--- config.mk ---
export PLATFORM = sky130hd
export DESIGN_NAME = pipo_ctrl
export DESIGN_NICKNAME = d
export VERILOG_FILES = /design/src/rtl/pipo_ctrl.sv
export SDC_FILE = /design/constraint.sdc
export NUM_CORES = 1
export LEC_CHECK = 0
export ABC_AREA = 1
export BUFFER_PORTS_ARGS = -buffer_cell sky130_fd_sc_hd__buf_2
export CAP_MARGIN = 20
export CORE_AREA = 2 2 39 41
export CTS_BUF_LIST = sky130_fd_sc_hd__clkbuf_8
export DETAILED_ROUTE_END_ITERATION = 6
export DIE_AREA = 0 0 41 43
export PLACE_DENSITY = 0.67
export SKIP_CTS_REPAIR_TIMING = 1
export SLEW_MARGIN = 20
export SYNTH_ARGS = -nofsm -noshare
export SYNTH_HDL_FRONTEND = slang
export SYNTH_SLANG_ARGS = --single-unit
export TNS_END_PERCENT = 100
--- constraint.sdc ---
create_clock -name clk -period 2.5 [get_ports clk]
set_clock_uncertainty 0.15 [all_clocks]
set_input_delay 0.125 -clock clk [delete_from_list [all_inputs] [get_ports clk]]
set_output_delay 0.125 -clock clk [all_outputs]
set_load 0.005 [all_outputs]
--- src/rtl/pipo_ctrl.sv ---
// pipo_ctrl: two-button capture/view sequencer for an 8-bit PIPO register (sync, debounce, FSM).
// Define PIPO_CTRL_TIMEOUT_EN to build the SHOW auto-revert timeout; default build holds SHOW.
package pipo_ctrl_pkg;
  // state    | meaning
  // ST_EMPTY | nothing captured yet, output shows live switches
  // ST_LIVE  | data captured, output shows live switches
  // ST_SHOW  | data captured, output shows stored register
  // ST_BAD   | illegal encoding, recovers to ST_EMPTY
  typedef enum logic [1:0] {
    ST_EMPTY = 2'b00,
    ST_LIVE  = 2'b01,
    ST_SHOW  = 2'b10,
    ST_BAD   = 2'b11
  } state_e;
endpackage

module pipo_ctrl
  import pipo_ctrl_pkg::*;
#(
  parameter int unsigned DEB_CYCLES     = 4,
  parameter int unsigned TIMEOUT_CYCLES = 16
) (
  input  logic       clk,
  input  logic       rst_n,
  input  logic [1:0] btn,
  output logic       load_en,
  output logic       sel,
  output logic       valid,
  output logic [1:0] state
);

  localparam int unsigned DCW = (DEB_CYCLES > 1) ? $clog2(DEB_CYCLES) : 1;
  localparam logic [DCW-1:0] DEB_LAST = DCW'(DEB_CYCLES - 1);

  generate
    if (DEB_CYCLES < 1 || DEB_CYCLES > (1 << 20)) begin : g_deb_range
      $error("pipo_ctrl: DEB_CYCLES out of range");
    end
    if (TIMEOUT_CYCLES < 1 || TIMEOUT_CYCLES > (1 << 24)) begin : g_tmo_range
      $error("pipo_ctrl: TIMEOUT_CYCLES out of range");
    end
  endgenerate

  logic [1:0]          sync1_q, sync2_q;
  logic [1:0]          deb_q, deb_d;
  logic [1:0]          press_q, press_d;
  logic [1:0][DCW-1:0] cnt_q, cnt_d;

  state_e state_q, state_d;
  logic   load_en_q, load_en_d;
  logic   sel_q, sel_d;
  logic   valid_q, valid_d;

`ifdef PIPO_CTRL_TIMEOUT_EN
  localparam int unsigned TCW = (TIMEOUT_CYCLES > 1) ? $clog2(TIMEOUT_CYCLES) : 1;
  localparam logic [TCW-1:0] TMO_LAST = TCW'(TIMEOUT_CYCLES - 1);
  logic [TCW-1:0] tmo_q, tmo_d;
`endif

  // Counter runs only while the synchronized level disagrees with the accepted level.
  always_comb begin
    deb_d   = deb_q;
    press_d = '0;
    cnt_d   = '0;
    for (int i = 0; i < 2; i++) begin
      if (sync2_q[i] != deb_q[i]) begin
        if (cnt_q[i] == DEB_LAST) begin
          deb_d[i] = sync2_q[i];
        end else begin
          cnt_d[i] = cnt_q[i] + 1'b1;
        end
      end
      press_d[i] = deb_d[i] & ~deb_q[i];
    end
  end

  always_comb begin
    state_d   = state_q;
    load_en_d = 1'b0;
`ifdef PIPO_CTRL_TIMEOUT_EN
    tmo_d     = '0;
`endif
    case (state_q)
      ST_EMPTY: begin
        if (press_q[0]) begin
          load_en_d = 1'b1;
          state_d   = press_q[1] ? ST_SHOW : ST_LIVE;
        end
      end
      ST_LIVE: begin
        load_en_d = press_q[0];
        if (press_q[1]) state_d = ST_SHOW;
      end
      ST_SHOW: begin
        load_en_d = press_q[0];
        if (press_q[1]) begin
          state_d = ST_LIVE;
        end
`ifdef PIPO_CTRL_TIMEOUT_EN
        // Any press event restarts the idle count, so a same-cycle press beats expiry.
        else if (!press_q[0]) begin
          if (tmo_q == TMO_LAST) state_d = ST_LIVE;
          else                   tmo_d   = tmo_q + 1'b1;
        end
`endif
      end
      default: state_d = ST_EMPTY;
    endcase
    sel_d   = (state_d == ST_SHOW);
    valid_d = (state_d == ST_LIVE) || (state_d == ST_SHOW);
  end

  always_ff @(posedge clk) begin
    if (!rst_n) begin
      sync1_q   <= '0;
      sync2_q   <= '0;
      deb_q     <= '0;
      cnt_q     <= '0;
      press_q   <= '0;
      state_q   <= ST_EMPTY;
      load_en_q <= 1'b0;
      sel_q     <= 1'b0;
      valid_q   <= 1'b0;
`ifdef PIPO_CTRL_TIMEOUT_EN
      tmo_q     <= '0;
`endif
    end else begin
      sync1_q   <= btn;
      sync2_q   <= sync1_q;
      deb_q     <= deb_d;
      cnt_q     <= cnt_d;
      press_q   <= press_d;
      state_q   <= state_d;
      load_en_q <= load_en_d;
      sel_q     <= sel_d;
      valid_q   <= valid_d;
`ifdef PIPO_CTRL_TIMEOUT_EN
      tmo_q     <= tmo_d;
`endif
    end
  end

  assign load_en = load_en_q;
  assign sel     = sel_q;
  assign valid   = valid_q;
  assign state   = state_q;

endmodule

==> impl_metrics.env <==
export IMPL_maxSlewViolCount=0
export IMPL_synth_top_area_cell="dfxtp_1"
export IMPL_clkTransAtPathRegs_ns=0.06
export IMPL_fin_util_pct=53.5
export IMPL_synth_area_leaders="dfxtp_1 (55%), inv_1 (9.1%), nand2_1 (8.5%)"
export IMPL_grt_max_degree=10
export IMPL_yosysUniqueCellTypes=12
export IMPL_post_route_min_period_ns=1.24
export IMPL_clkLatencyLatePin_ns=0.25
export IMPL_placed_cells=98
export IMPL_crit_buf_inv=2
export IMPL_worstPathRequired_ns=2.54
export IMPL_area_growth_pct=20.3
export IMPL_dieArea_sq_um=1760
export IMPL_drc=0
export IMPL_grt_overflow=0
export IMPL_synth_top_cell_area_share_pct=55.3
export IMPL_final_hold_violation_count=0
export IMPL_synth_ff_type="dfxtp_1"
export IMPL_ant_nets=0
export IMPL_num_antenna_cells=0
export IMPL_die_x_um=41
export IMPL_clockRootBuffer="clkbuf_8"
export IMPL_drt_initial_drc_count=5
export IMPL_avgSynthCellArea_sq_um=8.32
export IMPL_status="completed"
export IMPL_timing_final_ws_setup_ns=1.26
export IMPL_netlist_instances=74
export IMPL_worstSetupEndpointType="register"
export IMPL_die_h_um=43
export IMPL_start_kind="register"
export IMPL_cpPeakStageDelay_ns=0.34
export IMPL_fp_row_count=14
export IMPL_cp_top_family="flip-flops"
export IMPL_synth_warnings=0
export IMPL_power_density_nw_per_um2=660
export IMPL_post_synth_top_count_cell="dfxtp_1"
export IMPL_yosysSeqAreaShare_pct=55.3
export IMPL_cellLeakagePower_nw=0.378
export IMPL_synth_fp_nets=81
export IMPL_grt_pass1_wl_um=1480
export IMPL_hold_path_class="input pin to register"
export IMPL_netlist_top_cells_count="dfxtp_1 (17), inv_1 (15), nand2_1 (14)"
export IMPL_arrival_ns=1.28
export IMPL_crit_type="register to register"
export IMPL_dp_slack_ns=1.27
export IMPL_finalCritPeriodShare_pct=49.5
export IMPL_synth_edf_count=0
export IMPL_numCtsBuffers=3
export IMPL_crit_path_frequent_cell="nand2_1"
export IMPL_drive_gt1_share_pct=18.2
export IMPL_maxCapViolations=0
export IMPL_core_area_sq_um=1380
export IMPL_fin_cells=104
export IMPL_grt_total_usage_pct=13.4
export IMPL_via_per_inst=4.56
export IMPL_antenna_found_initial=0
export IMPL_vias=474
export IMPL_ctsLongestPathBuffers=2
export IMPL_htree_num_levels=1
export IMPL_netlist_area_sq_um=616
export IMPL_clkSinkCount=17
export IMPL_path_cells="inv_1 > nand2_1 > nand2_1 > nand2_1 > inv_1 > ha_1 > nor2_1"
export IMPL_max_freq_ghz=0.807
export IMPL_relSlewSlack_pct=87.8
export IMPL_first_pass_iters=4
export IMPL_dp_hpwl_um=632
export IMPL_totalWireLength_um=897
export IMPL_place_gp_congestion=0.629
export IMPL_total_power_mw=0.489
export IMPL_async_flop_share_pct=0
export IMPL_pin_count=9
export IMPL_finalSetupTns_ns=0
export IMPL_worst_pin_slew_ns=0.182
export IMPL_ys_ff_latch=17
export IMPL_finalSetupViolations=0
export IMPL_crit_fanout=3
export IMPL_portBuffers=8
export IMPL_ir_worst_vdd_mv=0.417
export IMPL_rsz0062_at_grt="no"
export IMPL_grt_pass1_vias=412
export IMPL_crit_slowest_cell="dfxtp_1"
export IMPL_layout_nets=96
export IMPL_cts_tree="yes"
export IMPL_start_util_pct=44.5
export IMPL_routedWlPerCell_um=8.63
-- placed cells by master, fill, tap and decap left out, drive strengths merged --
cell,instances
inv,17
a211oi,2
a21oi,3
nand2,14
ha,3
dfxtp,17
o21ai,1
nor2,12
nand3,6
dlygate4sd3,2
buf,8
clkbuf,3
-- per-stage QoR --
stage                     area [sq um]  hold WS [ns]
after detailed placement           676         0.162
after CTS                          721       -0.0966
after global routing               741       0.00416
after global placement             676         0.156
final                              741       0.00165
after floorplan                    616        0.0685
-- tightest hold or removal path, delay by kind of cell --
family / cells / cell delay, ns
buffers and inverters: 2 / 0.17
and+or+nand+nor: 1 / 0.06
-- power breakdown --
part	internal (mW)	total [mW]	switching (mW)
clock	0.109	0.197	0.0878
sequential	0.275	0.277	0.00185
combinational	0.00691	0.0158	0.00886
total	0.391	0.489	0.0985
-- final timing paths --
| kind | from | endpoint | slack [ns] | depth (start not counted) |
|---|---|---|---|---|
| worst max-delay path | state[0] | valid | 1.26 | 7 |
| worst min-delay path | rst_n | sync2_q[0] | 0.002 | 3 |
| worst max register to register | state[0] | valid | 1.26 | 7 |
| worst min register to register | sync1_q[0] | sync2_q[0] | 0.27 | 2 |
-- layout make-up --
cell class | count | area [sq um]
clock inverter | 1 | 3.75
sequential | 17 | 340
clock buffer | 3 | 41.3
timing repair buffer | 10 | 60.1
inverter | 16 | 60.1
fill | 136 | 643
multi-input combinational | 41 | 215
tap | 16 | 20.0
-- logic make-up after synthesis --
logic type / share of synthesized area, %
simple gates: 23.2
flops: 55.3
buf+inv: 9.75
compound gates: 5.69
fa+ha+maj: 6.10
-- routing by layer --
layer | track usage [%] | vias to the layer above | share of wire [%]
li1 | - | 251 | -
met4 | 12.0 | 0 | 1.7
met5 | 0 | - | 0
met1 | 13.6 | 214 | 48
met2 | 19.1 | 7 | 47
met3 | 6.28 | 2 | 3.1
-- state kept, by name, indices dropped and copies added (netlist names) --
register / cells
cnt_q: 4
deb_q: 2
load_en: 1
press_q: 2
sel: 1
state: 2
sync1_q: 2
sync2_q: 2
valid: 1
Power figures use the tool's default switching activity.
